### src/rtl/fetch_sequencer.sv
// Fetch-stage control: decides each cycle whether fetch runs sequentially, redirects to a branch
// or loop target, or is parked in IDLE/HALT. All outputs are registered.
// Optional hardware loop support is built when FETCH_HWLOOP_EN is defined.
module fetch_sequencer #(
  parameter int unsigned InstSize = 24,
  localparam int unsigned AW = InstSize + 8
) (
  input  logic          clk_i,
  input  logic          reset_i,
  input  logic          start_i,
  input  logic [AW-1:0] fetch_pc_i,
  input  logic          branch_en_i,
  input  logic [AW-1:0] branch_target_i,
  input  logic          halt_inst_i,
  input  logic [AW-1:0] halt_pc_i,
  input  logic          loop_set_i,
  input  logic [AW-1:0] loop_begin_i,
  input  logic [AW-1:0] loop_end_i,
  input  logic [15:0]   loop_count_i,
  output logic          pc_wr_en_o,
  output logic [AW-1:0] new_pc_o,
  output logic          flush_o,
  output logic          running_o,
  output logic          halted_o,
  output logic          loop_active_o
);

  typedef enum logic [1:0] {StIdle, StRun, StRedir, StHalt} state_e;

  state_e        state_q;
  logic          pc_wr_en_q;
  logic [AW-1:0] new_pc_q;
  logic          flush_q;
  logic          running_q;
  logic          halted_q;

  logic          loop_back;
  logic [AW-1:0] loop_pc;
  logic [AW-1:0] redir_pc;

`ifdef FETCH_HWLOOP_EN
  logic [AW-1:0] loop_begin_q;
  logic [AW-1:0] loop_end_q;
  logic [15:0]   remaining_q;
  logic          loop_active_q;

  // Loop-back only fires from RUN when no higher-priority event or reprogramming is pending.
  assign loop_back = (state_q == StRun) && !halt_inst_i && !branch_en_i && !loop_set_i &&
                     loop_active_q && (fetch_pc_i == loop_end_q) && (remaining_q > 16'd1);
  assign loop_pc   = loop_begin_q;

  // Loop registers: programming wins over a same-cycle decrement.
  always_ff @(posedge clk_i or posedge reset_i) begin
    if (reset_i) begin
      loop_begin_q  <= '0;
      loop_end_q    <= '0;
      remaining_q   <= '0;
      loop_active_q <= 1'b0;
    end else if (loop_set_i) begin
      loop_begin_q  <= loop_begin_i;
      loop_end_q    <= loop_end_i;
      remaining_q   <= loop_count_i;
      loop_active_q <= (loop_count_i > 16'd1);
    end else if (loop_back) begin
      remaining_q   <= remaining_q - 16'd1;
      loop_active_q <= (remaining_q > 16'd2);
    end
  end

  assign loop_active_o = loop_active_q;
`else
  logic unused_loop_inputs;
  assign unused_loop_inputs = ^{fetch_pc_i, loop_set_i, loop_begin_i, loop_end_i, loop_count_i};
  assign loop_back     = 1'b0;
  assign loop_pc       = '0;
  assign loop_active_o = 1'b0;
`endif

  // Redirect target: a branch always beats a loop-back.
  always_comb begin
    redir_pc = loop_pc;
    if (branch_en_i) redir_pc = branch_target_i;
  end

  // Sequencer FSM with registered redirect/flush/status outputs.
  always_ff @(posedge clk_i or posedge reset_i) begin
    if (reset_i) begin
      state_q    <= StIdle;
      pc_wr_en_q <= 1'b1;
      new_pc_q   <= '0;
      flush_q    <= 1'b1;
      running_q  <= 1'b0;
      halted_q   <= 1'b0;
    end else begin
      case (state_q)
        StIdle: begin
          if (start_i) begin
            state_q    <= StRun;
            pc_wr_en_q <= 1'b0;
            flush_q    <= 1'b0;
            running_q  <= 1'b1;
          end
        end
        StRun: begin
          if (halt_inst_i) begin
            state_q    <= StHalt;
            pc_wr_en_q <= 1'b1;
            new_pc_q   <= halt_pc_i;
            flush_q    <= 1'b1;
            running_q  <= 1'b0;
            halted_q   <= 1'b1;
          end else if (branch_en_i || loop_back) begin
            state_q    <= StRedir;
            pc_wr_en_q <= 1'b1;
            new_pc_q   <= redir_pc;
            flush_q    <= 1'b1;
            running_q  <= 1'b0;
          end else begin
            pc_wr_en_q <= 1'b0;
            flush_q    <= 1'b0;
          end
        end
        StRedir: begin
          // Halt here is wrong-path; only a fresh branch re-enters REDIR.
          if (branch_en_i) begin
            new_pc_q <= branch_target_i;
          end else begin
            state_q    <= StRun;
            pc_wr_en_q <= 1'b0;
            flush_q    <= 1'b1;  // squashes the slot fetched before the delayed redirect lands
            running_q  <= 1'b1;
          end
        end
        StHalt: ;
        default: state_q <= StIdle;
      endcase
    end
  end

  assign pc_wr_en_o = pc_wr_en_q;
  assign new_pc_o   = new_pc_q;
  assign flush_o    = flush_q;
  assign running_o  = running_q;
  assign halted_o   = halted_q;

endmodule
### config.mk
export PLATFORM = sky130hd
export DESIGN_NAME = fetch_sequencer
export DESIGN_NICKNAME = d
export VERILOG_FILES = /design/src/rtl/fetch_sequencer.sv
export SDC_FILE = /design/constraint.sdc
export NUM_CORES = 1
export LEC_CHECK = 0
export CORE_UTILIZATION = 29
export CTS_CLUSTER_DIAMETER = 120
export DETAILED_ROUTE_END_ITERATION = 16
export PLACE_DENSITY = 0.81
export SKIP_CTS_REPAIR_TIMING = 1
export SLEW_MARGIN = 5
export SYNTH_ARGS = -nofsm -noshare
export SYNTH_HDL_FRONTEND = slang
export SYNTH_SLANG_ARGS = --single-unit
export TNS_END_PERCENT = 50
### constraint.sdc
create_clock -name clk_i -period 1.9 [get_ports clk_i]
set_input_delay 0.57 -clock clk_i [delete_from_list [all_inputs] [get_ports clk_i]]
set_output_delay 0.57 -clock clk_i [all_outputs]
set_load 0.05 [all_outputs]
## Word-level counts from Yosys, hierarchy flattened

Cells that the tools add are included.

| word-level totals | value |
|---|---|
| register bits | 38 |
| input port bits | 182 |
| output and inout port bits | 37 |

| cells by class | value |
|---|---|
| reductions and logical operators | 6 |
| muxes and demuxes | 19 |
| equal/unequal tests | 5 |

Operators by type and width:

| kind | count |
|---|---|
| $mux 32 | 2 |
| $pmux 32 s2 | 1 |
| $pmux 1 s3 | 3 |
| $mux 1 | 8 |
| $mux 2 | 4 |
| $pmux 2 s3 | 1 |
| $ne 2x2->1 const B | 2 |
| $reduce_and 4->1 | 1 |
| $ne 3x3->1 const B | 1 |
| $reduce_and 3->1 | 1 |
| $reduce_bool 3->1 | 1 |
| $eq 2x1->1 const B | 1 |
| $eq 2x2->1 const B | 1 |
| $logic_not 2->1 | 1 |
| $reduce_and 2->1 | 1 |
| $reduce_bool 2->1 | 1 |

## Logic depth before layout (Yosys ltp)

Gate-level depths: netlist of run 1.

| depth | value |
|---|---|
| depth after elaboration | 3 |
| mapped depth | 6 |

## Least setup slack after synthesis of run 1

OpenSTA, ideal clock, no wires.

| timing | value |
|---|---|
| path type | reg-to-reg |
| start point | register state_q[0] |
| end point | register pc_wr_en_q, in the netlist pc_wr_en_o |
| data arrival time | 1.455 ns |
| setup time | 0.082 ns |
| buffers on the path | 0 |
| slack | 0.362 ns |
| cell stages (with the launch flop) | 6 |
| cells stage by stage | dfrtp_1 inv_1 ha_1 a21o_1 or2_4 mux2_4 |

| on the way | value |
|---|---|
| longest elaborated chain between the ends | 3 |
| elaborated cells on any way between the ends | 8 |

Ends and longest elaborated chain:

| what | RTL line | text |
|---|---|---|
| start: declaration | 30 | `state_e state_q;` |
| start signal: assignment | 88 | `state_q <= StIdle;` |
| start signal: assignment | 98 | `state_q <= StRun;` |
| start signal: assignment | 106 | `state_q <= StHalt;` |
| $eq 2x2->1 (tied with other cells) | 95 | `case (state_q)` |
| $ne 2x2->1 (no line) or $reduce_bool 3->1 (tied branches) | n/a |  |
| $reduce_and 3->1 (no line) | n/a |  |
| end signal: assignment | 89 | `pc_wr_en_q <= 1'b1;` |
| end signal: assignment | 99 | `pc_wr_en_q <= 1'b0;` |
| end signal: assignment | 107 | `pc_wr_en_q <= 1'b1;` |
| end: declaration | 31 | `logic pc_wr_en_q;` |

Several ways; a longest one is shown, not always the timed one.
A chain may end at the register's enable or synchronous reset.

## Worst setup path after layout of run 1

| timing | value |
|---|---|
| start point | input halt_inst_i |
| end point | register new_pc_q[10], in the netlist new_pc_o[10] |

| on the way | value |
|---|---|
| longest elaborated chain between the ends | 2 |

Ends and longest elaborated chain:

| what | RTL line | text |
|---|---|---|
| start: declaration | 14 | `input logic halt_inst_i,` |
| $mux 32 | 105 | `if (halt_inst_i) begin` |
| $pmux 32 s2 | 95 |  |
| end signal: assignment | 108 | `new_pc_q <= halt_pc_i;` |
| end signal: assignment | 115 | `new_pc_q <= redir_pc;` |
| end signal: assignment | 126 | `new_pc_q <= branch_target_i;` |
| end: declaration | 32 | `logic [AW-1:0] new_pc_q;` |

No other way between the ends.

==> summary.md, run 1 <==
| Metric | Value |
|---|---|
| Post-Synth Adder-Cell Area | `3.00%` |
| WP data required | `2080 ps` |
| Layout cell share with drive strength beyond 1 | `21.1%` |
| Initial core utilization | `30.3%` |
| CTS Sinks | `38` |
| Register area | `953 sq um` |
| Max-cap violation count | `0` |
| Post-Syn Area | `0.00208 sq mm` |
| Antenna cells | `0` |
| Post-synthesis register bit count | `38` |
| Core area | `0.00687 sq mm` |
| Syn-to-layout area delta | `61.2%` |
| Global-route wire length before repair | `10300 microns` |
| Post-DP HPWL | `4880 microns` |
| Endpoints failing hold | `0` |
| R2R setup slack | `250 ps` |
| GRT overflow | `0` |
| Drt wl/cell | `15.1 microns` |
| DRC | `0` |
| Pre-CTS setup slack | `-117 ps` |
| Routed WL | `6390 microns` |
| Synthesis warning total | `0` |
| Number of fill cells in the layout | `649` |
| Clock Path Buffers | `2` |
| TritonCTS buffer count | `5` |
| Synth Area in XOR/XNOR | `0%` |
| Multi-input logic area | `0.00101 sq mm` |
| Initial antenna violation count | `0` |
| GPL Wtd Cong | `0.701` |
| Setup crit start kind | `input pin` |
| LEAKAGE | `1.48 nW` |
| CP Class | `input pin to flip-flop` |
| Die Area | `0.00753 sq mm` |
| Post-Layout Cell Count | `423` |
| Commonest cells after routing, fill and taps aside | `68 x clkdlybuf4s50_1, 51 x buf_4, 36 x dfrtp_1` |
| Status | `complete, no violations` |
| Clk slew on worst S/H paths | `80 ps` |
| Clock root buffer | `clkbuf_8` |
| Post-synth cell types | `26` |
| Post-Synth Simple-Gate Area | `20.1%` |
| Setup_tns | `0 ps` |
| Compound-Gate Fraction of Synth Area | `24.2%` |
| Vias per cell | `4.79` |
| Crit end category | `flip-flop` |
| Post-synthesis mux area share | `1.20%` |
| Net Count, Synth | `405` |
| CTS tree | `yes` |
| VDD IR-drop max | `0.000873 V` |
| Fin. max-slew vios | `0` |
| Nets@finish | `513` |
| RSZ-0062 raised after global routing | `false` |
| Fin util | `48.9%` |
| Die X | `86.8 microns` |
| Num ports | `219` |
| PortBufs | `104` |
| Fin crit period | `1710 ps` |
| Drt pass-1 iters | `4` |
| Clock skew | `3.93 ps` |
| Vias in the first global route | `2097` |
| DIE HEIGHT | `86.8 microns` |
| Final Setup Violations | `0` |
| Clk_lat worst skew | `290 ps` |
| Post-synthesis sequential area ratio | `45.7%` |
| Combinational family with the most area after synthesis | `compound AO/OA/AOI/OAI gates` |
| Via count of the routed design | `2026` |
| Hold Path Class | `flip-flop to flip-flop` |
| Post-synthesis cell count | `218` |
| Row count | `30` |
| Largest net degree at the start of global routing | `26` |
| GRT Total Usage | `17.7%` |
| WP data arrival | `1880 ps` |
| Final period utilization | `89.8%` |
| Antenna viol nets, final | `0` |
| Placed insts | `415` |
| Area after DPL | `0.00325 sq mm` |
| Syn_area_per_cell | `9.56 sq um` |
| Most common cell after layout, fill and taps aside | `clkdlybuf4s50_1` |
| Post-layout instance area | `0.00336 sq mm` |
| Min setup slack post-route | `195 ps` |
| H-Tree Depth | `2` |
| 1st-iter DRT viols | `124` |
| Pwr per Cell Area | `1790 mW/mm^2` |
| Fmax | `586 MHz` |
| Critical-path maximum fanout | `25` |
## metal layers
metal  share of wire, %  global-route usage (%)
met1                 40                    20.0
met2                 52                    32.4
met3                4.8                    3.90
met4                2.4                    6.97
met5                  0                       0
## Yosys cell counts
cell       n  area [sq um]
nor2b_1    1          6.26
o21ai_0   35           175
a21o_1     2          15.0
nor3_1     2          10.0
nor2_1     1          3.75
buf_4      1          7.51
clkbuf_2   3          15.0
ha_1       5          62.6
inv_1      4          15.0
clkbuf_1   9          33.8
o21ai_2    1          8.76
dfrtp_1   36           901
nor2b_2    1          8.76
o21a_1     1          7.51
conb_1     1          3.75
nand2_1   32           120
mux2i_1    1          10.0
a22o_1    32           280
nand2b_1   1          6.26
nor3b_1    1          7.51
dfstp_2    2          52.6
nand3b_1  33           248
o22a_1     2          17.5
buf_2      9          45.0
or2_4      1          8.76
mux2_4     1          15.0
## where the power goes
part | total [mW] | internal, mW | switching (mW)
clock network | 0.681 | 0.390 | 0.290
logic | 3.86 | 1.51 | 2.35
registers | 1.49 | 1.22 | 0.264
## worst max-delay path, cell delays in order
cell and delay (ps):
clkdlybuf4s50_1 520, nor2b_2 170, buf_4 130, o21ai_2 70, buf_12 170, a22o_1 240
## per-stage QoR
step                power (mW)  hold slack (ps)
finish                    6.03              472
global route              6.36              500
CTS                       6.08              478
detailed placement        5.37              456
global placement          5.31              450
floorplan                 4.04              512
## cell families (layout without fill, tap and decap cells)
logic type / after synthesis / in the layout
compound gates: 73 / 73
fa+ha+maj: 5 / 5
buf+inv: 26 / 135
flops: 38 / 38
mux: 2 / 2
other cells: 1 / 1
simple gates: 73 / 73
## path summary, 6_finish.rpt
kind                             start           end  depth (start not counted)
max                        halt_inst_i  new_pc_o[10]                          6
max reg2reg                 state_q[0]  new_pc_o[10]                          7
max in group asynchronous      reset_i   new_pc_o[7]                          3
min in group asynchronous      reset_i  new_pc_o[27]                          3
min                           halted_o      halted_o                          1
min reg2reg                   halted_o      halted_o                          1
## registers in the layout (all words and copies together), names as in the netlist
signal / flops
pc_wr_en_o: 1
new_pc_o: 32
flush_o: 1
state_q: 2
halted_o: 1
running_o: 1
## area by class of cell
type	count	share of cell area, %
multi-input cells	154	30.2
well taps	96	3.57
clock inverters	3	1.34
inverters	4	0.447
flip-flops and latches	38	28.4
clock buffers	5	2.05
repair buffers	123	34.0
Power figures use the tool's default switching activity.
==> inputs of run 2 (changes only) <==
--- a/config.mk
+++ b/config.mk
@@ -5,10 +5,13 @@
 export SDC_FILE = /design/constraint.sdc
 export NUM_CORES = 1
 export LEC_CHECK = 0
-export CORE_UTILIZATION = 29
+export ABC_AREA = 1
+export CAP_MARGIN = 20
+export CORE_UTILIZATION = 31
 export CTS_CLUSTER_DIAMETER = 120
 export DETAILED_ROUTE_END_ITERATION = 16
-export PLACE_DENSITY = 0.81
+export GPL_ROUTABILITY_DRIVEN = 0
+export PLACE_DENSITY = 0.8
 export SKIP_CTS_REPAIR_TIMING = 1
 export SLEW_MARGIN = 5
 export SYNTH_ARGS = -nofsm -noshare
==> summary.md, run 2 <==
| Metric | Value |
|---|---|
| Status | `complete, no violations (unchanged)` |
| Synth Area in XOR/XNOR | `0% (unchanged)` |
| Post-Synth Simple-Gate Area | `43.2% (was 20.1%)` |
| Antenna cells | `0 (unchanged)` |
| RSZ-0062 raised after global routing | `false (unchanged)` |
| Most instantiated library cell after synthesis | `nand2_1 (was dfrtp_1)` |
| WP data arrival | `1920 ps (was 1880 ps)` |
| Clk pwr share | `8.4% (was 11.3%)` |
| Overall power | `6.30 mW (was 6.03 mW)` |
| Critical-path maximum fanout | `33 (was 25)` |
| Post-synthesis register bit count | `38 (unchanged)` |
| Post-Synth Adder-Cell Area | `2.60% (was 3.00%)` |
| Compound-Gate Fraction of Synth Area | `0.521% (was 24.2%)` |
| Combinational share of power | `66.0% (was 64.1%)` |
| R2R depth | `8 (was 7)` |
| Post-synthesis cell count | `360 (was 218)` |
| Pwr per Cell Area | `1790 mW/mm^2 (about the same)` |
| LEAKAGE | `1.88 nW (was 1.48 nW)` |
| WHS Path Cells | `2 (was 1)` |
| Endpoints failing hold | `0 (unchanged)` |
| Commonest cells in the netlist | `174 x nand2_1, 69 x nand3_1, 42 x inv_1 (was 36 x dfrtp_1, 35 x o21ai_0, 33 x nand3b_1)` |
| Clock skew | `2.94 ps (was 3.93 ps)` |
| Clock root buffer | `clkbuf_8 (unchanged)` |
| Vias in the first global route | `2488 (was 2097)` |
| Largest net degree at the start of global routing | `39 (was 26)` |
| H-Tree Depth | `2 (unchanged)` |
| Share of the synthesized area in the top cell type | `37.5% (was 43.2%)` |
| Register share of total power | `25.6% (was 24.7%)` |
| Die Area | `0.00811 sq mm (was 0.00753 sq mm)` |
| Initial antenna violation count | `0 (unchanged)` |
| Clk slew on worst S/H paths | `70 ps (was 80 ps)` |
| R2R setup slack | `390 ps (was 250 ps)` |
| Crit end category | `flip-flop (unchanged)` |
| TritonCTS buffer count | `5 (unchanged)` |
| Fmax | `591 MHz (was 586 MHz)` |
| Post-synthesis mux area share | `0% (was 1.20%)` |
| Initial core utilization | `32.6% (was 30.3%)` |
| Min setup slack post-route | `208 ps (was 195 ps)` |
| Final period utilization | `89.0% (was 89.8%)` |
| Worst Hold Endpoint | `running_o (was halted_o)` |
| Net Count, Synth | `547 (was 405)` |
| Global-route wire length before repair | `11600 microns (was 10300 microns)` |
| Fin crit period | `1690 ps (was 1710 ps)` |
| Post-synthesis sequential area ratio | `39.7% (was 45.7%)` |
| Hold Path Class | `flip-flop to flip-flop (unchanged)` |
| Pre-CTS setup slack | `-119 ps (was -117 ps)` |
| Sw power | `3.42 mW (was 2.91 mW)` |
| Row count | `31 (was 30)` |
| CP startpoint | `branch_en_i (was halt_inst_i)` |
| GRT overflow | `0 (unchanged)` |
| Combinational family with the most area after synthesis | `simple AND/OR/NAND/NOR gates (was compound AO/OA/AOI/OAI gates)` |
| Drt wl/cell | `12.2 microns (was 15.1 microns)` |
| Setup crit start kind | `input pin (unchanged)` |
| Layout cell share with drive strength beyond 1 | `13.2% (was 21.1%)` |
| Nets@finish | `648 (was 513)` |
| Internal Pwr Total | `2.88 mW (was 3.12 mW)` |
| CTS tree | `yes (unchanged)` |
| Die X | `90.0 microns (was 86.8 microns)` |
| Antenna viol nets, final | `0 (unchanged)` |
| Post-DP HPWL | `4900 microns (was 4880 microns)` |
| Synthesis warning total | `0 (unchanged)` |
| Clk_lat worst skew | `280 ps (was 290 ps)` |
| Fin. max-slew vios | `0 (unchanged)` |
| CTS Sinks | `38 (unchanged)` |
| DRC | `0 (unchanged)` |
| Clock Path Buffers | `2 (unchanged)` |
| Max-cap violation count | `0 (unchanged)` |
| Reg2reg end | `new_pc_o[16] (was new_pc_o[10])` |
| Commonest cells after routing, fill and taps aside | `174 x nand2_1, 69 x nand3_1, 68 x clkdlybuf4s50_1 (was 68 x clkdlybuf4s50_1, 51 x buf_4, 36 x dfrtp_1)` |
| VDD IR-drop max | `0.00127 V (was 0.000873 V)` |
| Via count of the routed design | `2532 (was 2026)` |
| Max FFs per register | `32 (unchanged)` |
| Post-synth top area cell | `dfrtp_1 (unchanged)` |
| Post-Syn Area | `0.00240 sq mm (was 0.00208 sq mm)` |
| Post-synth ARST share | `100% (unchanged)` |
| CP Class | `input pin to flip-flop (unchanged)` |
| Fin Hold WS | `492 ps (was 472 ps)` |
| Leading register cell type out of synthesis | `dfrtp_1 (unchanged)` |
| Core area | `0.00737 sq mm (was 0.00687 sq mm)` |
| PortBufs | `104 (unchanged)` |
| Number of synthesized flops with an enable pin | `0 (unchanged)` |
| Post-synth cell types | `18 (was 26)` |
| Syn-to-layout area delta | `46.8% (was 61.2%)` |
| Drt pass-1 iters | `4 (unchanged)` |
| 1st-iter DRT viols | `105 (was 124)` |
| Reg2reg start | `state_q[0] (unchanged)` |
| Syn_area_per_cell | `6.67 sq um (was 9.56 sq um)` |
| DIE HEIGHT | `90.0 microns (was 86.8 microns)` |
| Switching part of the total | `54.3% (was 48.2%)` |
| Largest cells by area after synthesis | `dfrtp_1 38%, nand2_1 27%, nand3_1 14%, inv_1 6.6%, buf_6 3.3% (was dfrtp_1 43%, a22o_1 13%, nand3b_1 12%, o21ai_0 8.4%, nand2_1 5.8%)` |
| Final Setup Violations | `0 (unchanged)` |
| Setup_tns | `0 ps (unchanged)` |
| Num ports | `219 (unchanged)` |
| WP data required | `2120 ps (was 2080 ps)` |
| Routed WL | `6820 microns (was 6390 microns)` |
| Most common cell after layout, fill and taps aside | `nand2_1 (was clkdlybuf4s50_1)` |
| Fin util | `47.9% (was 48.9%)` |
| GRT Total Usage | `17.5% (was 17.7%)` |
| Vias per cell | `4.52 (was 4.79)` |
| Hold wc startpoint | `running_o (was halted_o)` |
## run 2: routing by layer
| metal | GRT usage [%] | wire length [microns] |
|---|---|---|
| met5 | 0 | 0 |
| met3 | 3.38 | 361 |
| met2 | 32.7 | 3430 |
| met4 | 2.28 | 4 |
| met1 | 21.2 | 3030 |
## run 2: critical path: stages
cell and delay [ps]:
clkdlybuf4s50_1 520, inv_4 340, nand3_1 220, nand2_2 140, nand2_1 50, nand2_1 50
## run 2: cell families (layout without fill, tap and decap cells)
group	Yosys count	count (layout)
AND/OR/NAND/NOR	248	248
AO/OA/AOI/OAI	2	2
buffers and inverters	66	167
other	1	1
flip-flops	38	38
adder cells (fa/ha/maj)	5	5
## run 2: final cells by class
cell class	count	area (sq um)
Clock buffer	7	76.3
Fill cell	743	3840
Inverter	45	174
Multi-Input combinational cell	256	1120
Sequential cell	38	953
Tap cell	99	124
Timing Repair Buffer	115	1080
## run 2: power by group through the flow
stage	Sequential, mW	Clock (mW)	Combinational [mW]
after floorplan	2.84	0	1.62
after global placement	1.60	0	4.12
after detailed placement	1.62	0	4.21
after CTS	1.61	0.546	4.21
after global routing	1.67	0.581	4.55
final	1.61	0.529	4.16
## run 2: worst max path at each step
| stage | cells past startpoint | to | slack, ps |
|---|---|---|---|
| floorplan | 1 | halted_o | 470 |
| global route | 6 | state_q[1] | 40 |
| finish | 6 | state_q[1] | 210 |
| global placement | 5 | running_o | -100 |
| detailed placement | 6 | state_q[1] | -120 |
| CTS | 6 | state_q[1] | 180 |
## run 2: metrics by stage
stage          instances  area [sq um]
2_1_floorplan        360          2400
3_3_place_gp         553          3450
3_5_place_dp         553          3450
4_1_cts              560          3530
5_1_grt              560          3530
6_report             560          3530
==> inputs of run 3 (changes only) <==
--- a/config.mk
+++ b/config.mk
@@ -6,12 +6,14 @@
 export NUM_CORES = 1
 export LEC_CHECK = 0
 export ABC_AREA = 1
+export ABC_CLOCK_PERIOD_IN_PS = 1900
 export CAP_MARGIN = 20
 export CORE_UTILIZATION = 31
 export CTS_CLUSTER_DIAMETER = 120
 export DETAILED_ROUTE_END_ITERATION = 16
 export GPL_ROUTABILITY_DRIVEN = 0
 export PLACE_DENSITY = 0.8
+export REMOVE_ABC_BUFFERS = 1
 export SKIP_CTS_REPAIR_TIMING = 1
 export SLEW_MARGIN = 5
 export SYNTH_ARGS = -nofsm -noshare
==> summary.md, run 3 (synthesized netlist as in run 2, its figures left out) <==
| Metric | Value |
|---|---|
| Fin. max-slew vios | `0 (unchanged)` |
| Fin Hold WS | `490 ps (was 492 ps)` |
| Clock root buffer | `clkbuf_8 (unchanged)` |
| Via count of the routed design | `2493 (was 2532)` |
| CTS tree | `yes (unchanged)` |
| GRT overflow | `0 (unchanged)` |
| Syn-to-layout area delta | `46.7% (was 46.8%)` |
| Post-DP HPWL | `4660 microns (was 4900 microns)` |
| Clock skew | `8.87 ps (was 2.94 ps)` |
| TritonCTS buffer count | `5 (unchanged)` |
| Register area | `953 sq um (unchanged)` |
| Row count | `31 (unchanged)` |
| Routed WL | `6390 microns (was 6820 microns)` |
| Clk slew on worst S/H paths | `80 ps (was 70 ps)` |
| CP Class | `input pin to flip-flop (unchanged)` |
| LEAKAGE | `1.89 nW (was 1.88 nW)` |
| Max-cap violation count | `0 (unchanged)` |
| DIE HEIGHT | `90.0 microns (unchanged)` |
| Fin util | `47.8% (was 47.9%)` |
| Fin crit period | `1750 ps (was 1690 ps)` |
| Core area | `0.00737 sq mm (unchanged)` |
| RSZ-0062 raised after global routing | `false (unchanged)` |
| CTS Sinks | `38 (unchanged)` |
| Most common cell after layout, fill and taps aside | `nand2_1 (unchanged)` |
| WP data arrival | `1980 ps (was 1920 ps)` |
| Setup crit start kind | `input pin (unchanged)` |
| Max FFs per register | `32 (unchanged)` |
| 1st-iter DRT viols | `134 (was 105)` |
| Largest net degree at the start of global routing | `39 (unchanged)` |
| Antenna viol nets, final | `0 (unchanged)` |
| Clk_lat worst skew | `290 ps (was 280 ps)` |
| Final period utilization | `91.8% (was 89.0%)` |
| Commonest cells after routing, fill and taps aside | `174 x nand2_1, 69 x nand3_1, 68 x clkdlybuf4s50_1 (unchanged)` |
| R2R depth | `6 (was 8)` |
| VDD IR-drop max | `0.000828 V (was 0.00127 V)` |
| GRT Total Usage | `16.9% (was 17.5%)` |
| Antenna cells | `0 (unchanged)` |
| Initial antenna violation count | `0 (unchanged)` |
| Drt pass-1 iters | `4 (unchanged)` |
| Num ports | `219 (unchanged)` |
| Fmax | `573 MHz (was 591 MHz)` |
| Clock Path Buffers | `2 (unchanged)` |
| Drt wl/cell | `11.4 microns (was 12.2 microns)` |
| Global-route wire length before repair | `11300 microns (was 11600 microns)` |
| DRC | `0 (unchanged)` |
| Crit end category | `flip-flop (unchanged)` |
| WP data required | `2130 ps (was 2120 ps)` |
| Endpoints failing hold | `0 (unchanged)` |
| Nets@finish | `645 (was 648)` |
| Die X | `90.0 microns (unchanged)` |
| H-Tree Depth | `2 (unchanged)` |
| WHS Path Cells | `2 (unchanged)` |
| Vias per cell | `4.47 (was 4.52)` |
| Critical-path maximum fanout | `33 (unchanged)` |
| Number of fill cells in the layout | `739 (was 743)` |
| Die Area | `0.00811 sq mm (unchanged)` |
| Overall power | `6.35 mW (was 6.30 mW)` |
| Initial core utilization | `32.6% (unchanged)` |
| Pwr per Cell Area | `1800 mW/mm^2 (was 1790 mW/mm^2)` |
| Vias in the first global route | `2447 (was 2488)` |
| Hold Path Class | `flip-flop to flip-flop (unchanged)` |
| PortBufs | `104 (unchanged)` |
| Status | `complete, no violations (unchanged)` |
| Multi-input logic area | `0.00112 sq mm (unchanged)` |
| Final Setup Violations | `0 (unchanged)` |
| Layout cell share with drive strength beyond 1 | `13.3% (was 13.2%)` |
==> run 3: critical path, stage by stage <==
cell and delay, ps:
clkdlybuf4s50_1 570, inv_4 350, nand3_1 220, nand2_2 140
nand2_1 60, nand2_1 60
==> run 3: layout make-up <==
type	count	area share (%)
multi-input cells	256	31.7
repair buffers	112	29.7
flip-flops and latches	38	27.1
inverters	45	4.93
well taps	99	3.51
clock buffers	5	1.95
clock inverters	3	1.14
==> run 3: routing by layer <==
metal / vias up / wire length (microns) / global-route usage (%)
li1: 1283 / - / -
met1: 1103 / 2760 / 20.0
met2: 99 / 3020 / 29.0
met3: 8 / 527 / 5.16
met4: 0 / 80 / 5.51
met5: - / 0 / 0
==> run 3: final timing paths <==
path	slack, ps	from	to
worst min register to register	490	flush_o	flush_o
worst max-delay path	150	branch_en_i	state_q[0]
worst max register to register	330	state_q[0]	new_pc_o[30]
min in group asynchronous	630	reset_i	new_pc_o[15]
worst min-delay path	490	flush_o	flush_o
max in group asynchronous	1020	reset_i	pc_wr_en_o
==> run 3: power by group <==
| group | internal (mW) | total (mW) | leakage [nW] | switching, mW |
|---|---|---|---|---|
| registers | 1.26 | 1.61 | 0.450 | 0.350 |
| clock network | 0.387 | 0.674 | 0.0579 | 0.288 |
| logic | 1.31 | 4.07 | 1.38 | 2.76 |
| total | 2.95 | 6.35 | 1.89 | 3.40 |
==> run 3: stage by stage <==
step	instances	cell area [sq um]	setup TNS (ps)	setup WS (ps)
2_1_floorplan	339	2240	-4620	-144
3_3_place_gp	550	3420	-1570	-150
3_5_place_dp	550	3420	-2100	-149
4_1_cts	558	3520	0	148
5_1_grt	558	3520	0	30.0
6_report	558	3520	0	155
==> patch, RTL diff (config.mk and constraints of run 1) <==
Register the inputs `start_i`, `branch_target_i` and `halt_pc_i` before use, with the module's reset. The logic sees them one clock later. The other inputs are not delayed to match.
--- a/src/rtl/fetch_sequencer.sv
+++ b/src/rtl/fetch_sequencer.sv
@@ -26,6 +26,22 @@
 );
 
   typedef enum logic [1:0] {StIdle, StRun, StRedir, StHalt} state_e;
+
+  logic start_q;
+  logic [AW-1:0] branch_target_q;
+  logic [AW-1:0] halt_pc_q;
+
+  always_ff @(posedge clk_i or posedge reset_i) begin
+    if (reset_i) begin
+      start_q         <= '0;
+      branch_target_q <= '0;
+      halt_pc_q       <= '0;
+    end else begin
+      start_q         <= start_i;
+      branch_target_q <= branch_target_i;
+      halt_pc_q       <= halt_pc_i;
+    end
+  end
 
   state_e        state_q;
   logic          pc_wr_en_q;
@@ -79,7 +95,7 @@
   // Redirect target: a branch always beats a loop-back.
   always_comb begin
     redir_pc = loop_pc;
-    if (branch_en_i) redir_pc = branch_target_i;
+    if (branch_en_i) redir_pc = branch_target_q;
   end
 
   // Sequencer FSM with registered redirect/flush/status outputs.
@@ -94,7 +110,7 @@
     end else begin
       case (state_q)
         StIdle: begin
-          if (start_i) begin
+          if (start_q) begin
             state_q    <= StRun;
             pc_wr_en_q <= 1'b0;
             flush_q    <= 1'b0;
@@ -105,7 +121,7 @@
           if (halt_inst_i) begin
             state_q    <= StHalt;
             pc_wr_en_q <= 1'b1;
-            new_pc_q   <= halt_pc_i;
+            new_pc_q   <= halt_pc_q;
             flush_q    <= 1'b1;
             running_q  <= 1'b0;
             halted_q   <= 1'b1;
@@ -123,7 +139,7 @@
         StRedir: begin
           // Halt here is wrong-path; only a fresh branch re-enters REDIR.
           if (branch_en_i) begin
-            new_pc_q <= branch_target_i;
+            new_pc_q <= branch_target_q;
           end else begin
             state_q    <= StRun;
             pc_wr_en_q <= 1'b0;
Check against the original RTL: not equivalent (Yosys sat finds a counterexample within 4 cycles, from zero or initial values and one cycle with reset_i high).
==> patch against run 1 <==
  * Maximum frequency down 3.7%
  * Final area increased by 55%
  * Worst setup slack got worse by 66 ps
  * Synthesized cell count up 29%
  * Sequential cell count rose by 65
  * Utilization decreased by 6.4 points
  * Power up 44%
  * Critical endpoint is now pc_wr_en_o
  * Wire length increased by 39%
  * Sequential share of layout area up 21 points
  * Register-to-register slack lost 120 ps
  * Largest cell class is now sequential cells
  * Sequential power rose by 99%
  * Area after synthesis grew 78%
==> patch: results (changes against run 1) <==
stage	metric	value	unit	change
worst_setup_path	reg2reg_slack	130	ps	-120 ps
clocking	clkTransAtPathRegs	60	ps	-20 ps
cells_and_area	n_all_buffers	116		-5.7%
clocking	cts_root_buffer	clkbuf_16		
synth	synthAdderAreaFrac	1.684	%	-1.3 points
worst_setup_path	startpoint	state_q[0]		
worst_setup_path	arrival	2050	ps	+170 ps
cells_and_area	design.seq.count	103		+170%
route	via_per_inst	4.570		-4.6%
global_routing	groute.usage.overall	14.10	%	-3.6 points
cells_and_area	clkbuf_count	12		+7
pwr	p_leak	2.298	nW	+55%
status	status	finished, final reports clean		
global_routing	grt_max_degree	66		+150%
cells_and_area	drive_gt1_share	19.08	%	-2.0 points
worst_setup_path	cpLargestDelayFamily	flip-flops		
worst_setup_path	path_max_fanout	6		-76%
worst_setup_path	path_class	flop to flop		
worst_setup_path	rr_worst_depth	6		-1
global_routing	met3_usage	3.479	%	-0.43 points
synth	synth_mux_area_share	0.6734	%	-0.53 points
clocking	clock_latency	350	ps	+60 ps
cells_and_area	layout.cells.non_filler	561		+33%
synth	synth_compound_area_share	13.77	%	-10 points
pwr	vdd_ir_drop_max	0.6331	mV	-27%
place	routabilityCongestion	0.7379		+5.3%
global_routing	grtUsageMet1	17.57	%	-2.4 points
timing	fin_worst_skew	7.608	ps	+3.679 ps
floorplanning	rows	40		+33%
pwr	cellPowerDensity	1665	nW/um^2	-7.2%
place	post-place-ws	-27.12	ps	+89.47 ps
global_routing	first_global_vias	2670		+27%
place	post_dp_cell_area	4900	sq um	+51%
## patch: changes by cell type after synthesis
cell             run 1  this run
dfrtp_1             36       101
nor2b_2              1         0
clkbuf_1             9        12
buf_2                9         4
buf_4                1         2
a211oi_1             0         1
buf_6                0         1
nor2b_4              0         1
nor3_1               2         1
nor3b_1              1         0
## patch: how the worst min path moves through the flow
stage / start / end / slack (ps) / cells past startpoint
after global routing: halted_o / halted_o / 500 / 1
after global placement: halted_o / halted_o / 450 / 1
after floorplan: state_q[1] / state_q[1] / 510 / 1
after CTS: halted_o / halted_o / 480 / 1
after detailed placement: halted_o / halted_o / 460 / 1
final: halted_o / halted_o / 490 / 1
## patch: per-layer routing
layer | wire [um] | part of all wire [%]
met5 | 0 | 0
met4 | 164 | 1.8
met3 | 451 | 5.1
met2 | 4344 | 49
met1 | 3923 | 44
## patch: where the power goes
part | leakage, nW | internal (mW) | switching [mW]
logic | 0.941 | 1.44 | 2.51
clock network | 0.141 | 0.995 | 0.783
registers | 1.22 | 2.68 | 0.287
